--- src/rtl/uart_mutex_requester.sv ---
// Requester that claims a shared UART mutex with a prioritized start word.
// After the grant it streams data words separated by idle gaps and ends with a stop word.
//
// state | meaning
// IDLE  | no session, op_out idle
// REQ   | start word driven, waiting for mutex lock
// PROBE | first data word sent to test ownership
// PWAIT | waiting for owner echo matching NODE_ID
// DATA  | granted, one data word driven
// GAP   | idle words after a data word, echo captured
// STOP  | stop word driven, session closes
module uart_mutex_requester #(
  parameter logic [7:0] NODE_ID     = 8'h01,
  parameter int         GAP_CYCLES  = 2,
  parameter int         PROBE_WAIT  = 4,
  parameter int         REQ_TIMEOUT = 255
) (
  input  logic        CLK,
  input  logic        RST_N,
  input  logic        req_valid,
  input  logic [3:0]  req_prio,
  input  logic [7:0]  tx_byte,
  input  logic        tx_valid,
  input  logic        tx_last,
  output logic        tx_ready,
  output logic [7:0]  rx_data,
  output logic        rx_valid,
  output logic [15:0] op_out,
  input  logic [15:0] mutex_node,
  input  logic        mutex_lock,
  input  logic        mutex_irq,
  input  logic        irq_ack,
  output logic        irq_pulse,
  output logic        irq_pending,
  output logic        busy,
  output logic        granted,
  output logic        err,
  output logic [1:0]  err_code
);

  localparam int TW  = $clog2(REQ_TIMEOUT + 1);
  localparam int PWW = $clog2(PROBE_WAIT + 1);
  localparam int GW  = $clog2(GAP_CYCLES + 1);
  localparam logic [TW-1:0]  TMO_LAST = TW'(REQ_TIMEOUT - 1);
  localparam logic [PWW-1:0] PW_LAST  = PWW'(PROBE_WAIT - 1);
  localparam logic [GW-1:0]  GAP_LAST = GW'(GAP_CYCLES - 1);

  typedef enum logic [2:0] {
    IDLE, REQ, PROBE, PWAIT, DATA, GAP, STOP
  } state_t;

  state_t      state_q, state_d;
  logic [15:0] op_q, op_d;
  logic        tx_ready_q, tx_ready_d;
  logic        rx_valid_q, rx_valid_d;
  logic [7:0]  rx_data_q, rx_data_d;
  logic        busy_q, busy_d;
  logic        granted_q, granted_d;
  logic        err_q, err_d;
  logic [1:0]  err_code_q, err_code_d;
  logic [3:0]  prio_q, prio_d;
  logic [TW-1:0]  tmo_q, tmo_d;
  logic [PWW-1:0] pw_q, pw_d;
  logic [GW-1:0]  gap_q, gap_d;
  logic        last_q, last_d;
  logic        cap_q, cap_d;
  logic        irq_q, irq_pulse_q, irq_pend_q;

  always_comb begin
    state_d    = state_q;
    prio_d     = prio_q;
    tmo_d      = tmo_q;
    pw_d       = pw_q;
    gap_d      = gap_q;
    last_d     = last_q;
    cap_d      = cap_q;
    rx_data_d  = rx_data_q;
    rx_valid_d = 1'b0;
    tx_ready_d = 1'b0;
    err_d      = 1'b0;
    err_code_d = err_code_q;

    case (state_q)
      IDLE: begin
        if (req_valid && tx_valid) begin
          prio_d  = (req_prio == 4'd0) ? 4'd1 : req_prio;
          tmo_d   = '0;
          state_d = REQ;
        end
      end
      REQ: begin
        if (tmo_q < TMO_LAST) tmo_d = tmo_q + TW'(1);
        if (tmo_q == TMO_LAST) begin
          state_d    = IDLE;
          err_d      = 1'b1;
          err_code_d = 2'b01;
        end else if (mutex_lock) begin
          state_d = PROBE;
          last_d  = tx_last;
        end
      end
      PROBE: begin
        if (tmo_q < TMO_LAST) tmo_d = tmo_q + TW'(1);
        pw_d    = '0;
        state_d = PWAIT;
      end
      PWAIT: begin
        if (tmo_q < TMO_LAST) tmo_d = tmo_q + TW'(1);
        if (mutex_node[15:8] == NODE_ID) begin
          state_d    = last_q ? STOP : GAP;
          tx_ready_d = 1'b1;
          rx_valid_d = 1'b1;
          rx_data_d  = mutex_node[7:0];
          gap_d      = '0;
          cap_d      = 1'b0;
        end else if (pw_q == PW_LAST) begin
          state_d = REQ;
        end else begin
          pw_d = pw_q + PWW'(1);
        end
      end
      DATA: begin
        if (!mutex_lock) begin
          state_d    = IDLE;
          err_d      = 1'b1;
          err_code_d = 2'b10;
          cap_d      = 1'b0;
        end else begin
          state_d = GAP;
          gap_d   = '0;
          cap_d   = 1'b1;
        end
      end
      GAP: begin
        if (!mutex_lock) begin
          state_d    = IDLE;
          err_d      = 1'b1;
          err_code_d = 2'b10;
          cap_d      = 1'b0;
        end else begin
          if (cap_q) begin
            rx_valid_d = 1'b1;
            rx_data_d  = mutex_node[7:0];
            cap_d      = 1'b0;
          end
          // A byte whose handshake completes this cycle must not be resent.
          if (gap_q != GAP_LAST) begin
            gap_d = gap_q + GW'(1);
          end else if (last_q) begin
            state_d = STOP;
          end else if (tx_valid && !tx_ready_q) begin
            state_d    = DATA;
            last_d     = tx_last;
            tx_ready_d = 1'b1;
          end
        end
      end
      STOP: state_d = IDLE;
      default: state_d = IDLE;
    endcase

    case (state_d)
      REQ:         op_d = {12'hFBF, ~prio_d};
      PROBE, DATA: op_d = {8'h01, tx_byte};
      STOP:        op_d = 16'hFB00;
      default:     op_d = 16'h0000;
    endcase

    busy_d    = (state_d != IDLE);
    granted_d = (state_d == GAP) || (state_d == DATA);
  end

  always_ff @(posedge CLK or negedge RST_N) begin
    if (!RST_N) begin
      state_q    <= IDLE;
      op_q       <= '0;
      tx_ready_q <= 1'b0;
      rx_valid_q <= 1'b0;
      rx_data_q  <= '0;
      busy_q     <= 1'b0;
      granted_q  <= 1'b0;
      err_q      <= 1'b0;
      err_code_q <= '0;
      prio_q     <= 4'd1;
      tmo_q      <= '0;
      pw_q       <= '0;
      gap_q      <= '0;
      last_q     <= 1'b0;
      cap_q      <= 1'b0;
    end else begin
      state_q    <= state_d;
      op_q       <= op_d;
      tx_ready_q <= tx_ready_d;
      rx_valid_q <= rx_valid_d;
      rx_data_q  <= rx_data_d;
      busy_q     <= busy_d;
      granted_q  <= granted_d;
      err_q      <= err_d;
      err_code_q <= err_code_d;
      prio_q     <= prio_d;
      tmo_q      <= tmo_d;
      pw_q       <= pw_d;
      gap_q      <= gap_d;
      last_q     <= last_d;
      cap_q      <= cap_d;
    end
  end

  // An edge and an ack in the same cycle keep the pending flag set.
  always_ff @(posedge CLK or negedge RST_N) begin
    if (!RST_N) begin
      irq_q       <= 1'b0;
      irq_pulse_q <= 1'b0;
      irq_pend_q  <= 1'b0;
    end else begin
      irq_q       <= mutex_irq;
      irq_pulse_q <= mutex_irq && !irq_q;
      if (mutex_irq && !irq_q) irq_pend_q <= 1'b1;
      else if (irq_ack)        irq_pend_q <= 1'b0;
    end
  end

  assign op_out      = op_q;
  assign tx_ready    = tx_ready_q;
  assign rx_valid    = rx_valid_q;
  assign rx_data     = rx_data_q;
  assign busy        = busy_q;
  assign granted     = granted_q;
  assign err         = err_q;
  assign err_code    = err_code_q;
  assign irq_pulse   = irq_pulse_q;
  assign irq_pending = irq_pend_q;

endmodule

--- config.mk ---
export PLATFORM = sky130hd
export DESIGN_NAME = uart_mutex_requester
export DESIGN_NICKNAME = d
export VERILOG_FILES = /design/src/rtl/uart_mutex_requester.sv
export SDC_FILE = /design/constraint.sdc
export NUM_CORES = 1
export LEC_CHECK = 0
export CAP_MARGIN = 20
export CORE_MARGIN = 2
export CORE_UTILIZATION = 47
export DETAILED_ROUTE_END_ITERATION = 10
export HOLD_SLACK_MARGIN = 0.05
export PLACE_DENSITY_LB_ADDON = 0.1
export SLEW_MARGIN = 10
export SYNTH_ARGS = -nofsm -noshare
export SYNTH_HDL_FRONTEND = slang
export SYNTH_SLANG_ARGS = --single-unit
--- constraint.sdc ---
create_clock -name CLK -period 2.07 [get_ports CLK]
set_clock_uncertainty 0.1 [all_clocks]
set_input_delay 0.621 -clock CLK [delete_from_list [all_inputs] [get_ports CLK]]
set_output_delay 0.621 -clock CLK [all_outputs]
set_load 0.02 [all_outputs]
==> Implementation_results.wiki <==
{| class="wikitable"
! Metric !! Value
|-
| Worst-case hold slack || 132 ps
|-
| Max rail drop VDD || 656 uV
|-
| Met3 layer usage reported by global route || 4.42%
|-
| Core area || 0.00482 sq mm
|-
| Area post-placement || 0.00328 sq mm
|-
| Post-CTS Hold Fix Bufs || 0
|-
| Top cells by count, synth || 49 x dfrtp_1, 18 x inv_1, 14 x nand2_1, 12 x mux2_2, 10 x nor2_1
|-
| Wire length of the first global-routing pass || 8630 um
|-
| Post-synthesis net count || 250
|-
| Result of the run || finished clean
|-
| Final period utilization || 97.7%
|-
| Syn Area/Cell || 11.4 sq um
|-
| Sort of element at the end of the critical path || flip-flop
|-
| Final instance count without filler cells || 378
|-
| Final Cell Area || 0.00354 sq mm
|-
| Global Route Usage Sum || 20.3%
|-
| Area of the die || 0.00565 sq mm
|-
| Total wire length || 5490 um
|-
| Number of clock buffers inserted by TritonCTS || 5
|-
| Maximum root-to-sink buffer count || 2
|-
| H-Tree Depth || 2
|-
| Dominant cell type by area after synthesis || dfrtp_1
|-
| Number of library cell types mapped by synthesis || 48
|-
| Largest cells by area after synthesis || dfrtp_1 52%, mux2_2 5.7%, inv_1 2.8%, ha_1 2.6%, buf_4 2.2%
|-
| TritonCTS clock tree || yes
|-
| Pin count of the biggest net entering global routing || 35
|-
| Row cnt || 25
|-
| Overflow left after global routing || 0
|-
| Detailed-routing iteration count for the pre-antenna-repair pass || 4
|-
| Met1 routing resource usage after global routing || 28.8%
|-
| Fraction of registers with async set/reset || 100%
|-
| HPWL reported at the end of detailed placement || 3890 um
|-
| Number of enable-type register cells in the synthesized netlist || 0
|-
| Total power density per cell area || 1060 mW/mm^2
|-
| Kind of start point of the critical path || input port
|-
| Required time at the worst-slack endpoint || 2190 ps
|-
| Count of unresolved DRC violations after routing || 0
|-
| Per-cell routed wire length || 14.5 um
|-
| Crit Path Max Fanout || 8
|-
| Die Wd || 75.2 um
|-
| Number of ports placed on the die boundary || 69
|-
| Post-synthesis to final-layout area growth || 48.8%
|-
| Post-route minimum period || 2020 ps
|-
| Count of inserted antenna diode cells || 0
|-
| Register clock-pin slew on the reported worst setup and hold paths || 90 ps
|-
| Setup repair after global routing missed its margin || true
|-
| Path type of the worst setup path || in2reg
|-
| Setup TNS || 0 ps
|-
| Post-synthesis sequential element count || 50
|-
| Netlist area before placement || 0.00238 sq mm
|-
| Placement Setup Slack || -707 ps
|-
| Worst Slack Setup Final || 47.3 ps
|-
| Number of placed instances, taps included || 359
|-
| Worst Setup SP || mutex_node[12]
|-
| Top cell type's share of synthesized area || 51.5%
|-
| Initial antenna violation count || 0
|-
| Number of buffers inserted by port buffering || 67
|-
| Die Height || 75.2 um
|-
| Routed via count divided by cell count || 5.10
|-
| Sequential cell area fraction in the yosys report || 52.6%
|-
| Total design power || 3.74 mW
|-
| Met2 Track Usage GR || 31.0%
|-
| FF-to-FF Start || pw_q[0]
|-
| Library cell with the highest instance count after synthesis || dfrtp_1
|-
| Primary FF master, synth || dfrtp_1
|-
| Library cell used as clock root buffer || clkbuf_8
|-
| Layout cells sized above 1 || 30.5%
|-
| Number of instances in the synthesized netlist || 209
|-
| Final #Nets || 351
|-
| # clock sinks || 50
|-
| Vias in the first global route || 1,825
|-
| Remaining antenna violation count after routing || 0
|-
| Post-route core utilization || 73.5%
|-
| Detailed Route Iter0 Violations || 136
|-
| Routed via count || 1,928
|-
| Crit path DAT || 2140 ps
|-
| Gp weighted congestion || 0.829
|-
| Highest clock rate || 494 MHz
|-
| Kind of path behind the tightest hold check || in2async
|-
| Max Slew Vio Count || 0
|-
| Fin. Hold Viols || 0
|-
| Number of setup violations in the final report || 0
|-
| Clk Latency, worst-skew pair || 310 ps
|-
| Yosys warning count || 0
|-
| Starting Density || 49.4%
|-
| Max-cap check violation count || 0
|-
| Top Usage Layer GRT || met2
|-
| Leak Pwr || 1.64 nW
|}
-- layer usage --
metal,routed length (um),vias up
met5,0,-
met4,65,0
met3,272,8
met2,2710,52
met1,2440,928
li1,-,940
-- path summary, 6_finish.rpt --
check,endpoint,slack (ps),cells past startpoint
setup / recovery,op_out[1],50,7
hold / removal,last_q,130,1
setup reg to reg,op_out[1],80,6
hold reg to reg,irq_pulse,320,1
max in group asynchronous,prio_q[0],1160,2
min in group CLK,irq_pulse,320,1
-- cells in the final DEF (no fill, tap or decap), types with 3 or more instances in the layout --
cell and count:
a31oi_1 4, nand3_1 5, clkdlybuf4s15_1 3, clkbuf_2 4
nand2_1 13, ha_1 5, nor4_4 4, dfrtp_1 47
o21ai_0 5, inv_1 17, o32ai_2 4, nor2b_1 4
clkdlybuf4s50_1 51, nor2_1 10, dlygate4sd2_1 8, o22ai_1 6
buf_4 35, a21o_1 4, mux2_2 12, nand4_1 4
xor2_1 5, clkbuf_8 6
-- sequential cells by signal, indices dropped and copies added, names as in the netlist, 2 cells and up --
register and cells:
gap_q 2, pw_q 3, rx_data 8, err_code 2, tmo_q 8, prio_q 4
op_out 10, state_q 3
-- cell families (layout without fill, tap and decap cells) --
logic type / count (synthesis) / in the layout / synth area share (%)
compound gates: 43 / 43 / 14.3
xor+xnor: 5 / 5 / 1.84
fa+ha+maj: 5 / 5 / 2.63
buf+inv: 31 / 132 / 6.15
flops: 50 / 50 / 52.6
mux: 12 / 12 / 5.68
other cells: 1 / 1 / 0.158
simple gates: 62 / 63 / 16.6
-- where the power goes --
| group | total, mW | leakage [nW] | internal [mW] | switching [mW] |
|---|---|---|---|---|
| Combinational | 1.68 | 0.958 | 0.838 | 0.842 |
| Clock | 0.611 | 0.0478 | 0.275 | 0.336 |
| Sequential | 1.45 | 0.632 | 1.26 | 0.197 |
| Total | 3.74 | 1.64 | 2.37 | 1.38 |
-- timing repair --
item / 4_1_cts / 5_1_grt
gates cloned: 0 / 1
pin swaps: 15 / 10
endpoints found under the setup margin: 29 / 22
gates resized for setup: 27 / 22
buffers inserted: 4 / 6
-- critical path: stages --
cell	delay [ps]
clkdlybuf4s15_1	190
nor4_4	270
buf_6	180
a211oi_4	100
nor4_4	390
a31oi_4	220
o32ai_2	160
-- layout make-up --
class	count	area, sq um
fill	359	1270
sequential	50	1250
multi-input combinational	129	1090
timing repair buffer	105	941
tap	67	83.8
clock buffer	6	82.6
inverter	19	71.3
clock inverter	2	16.3
Power figures use the tool's default switching activity.
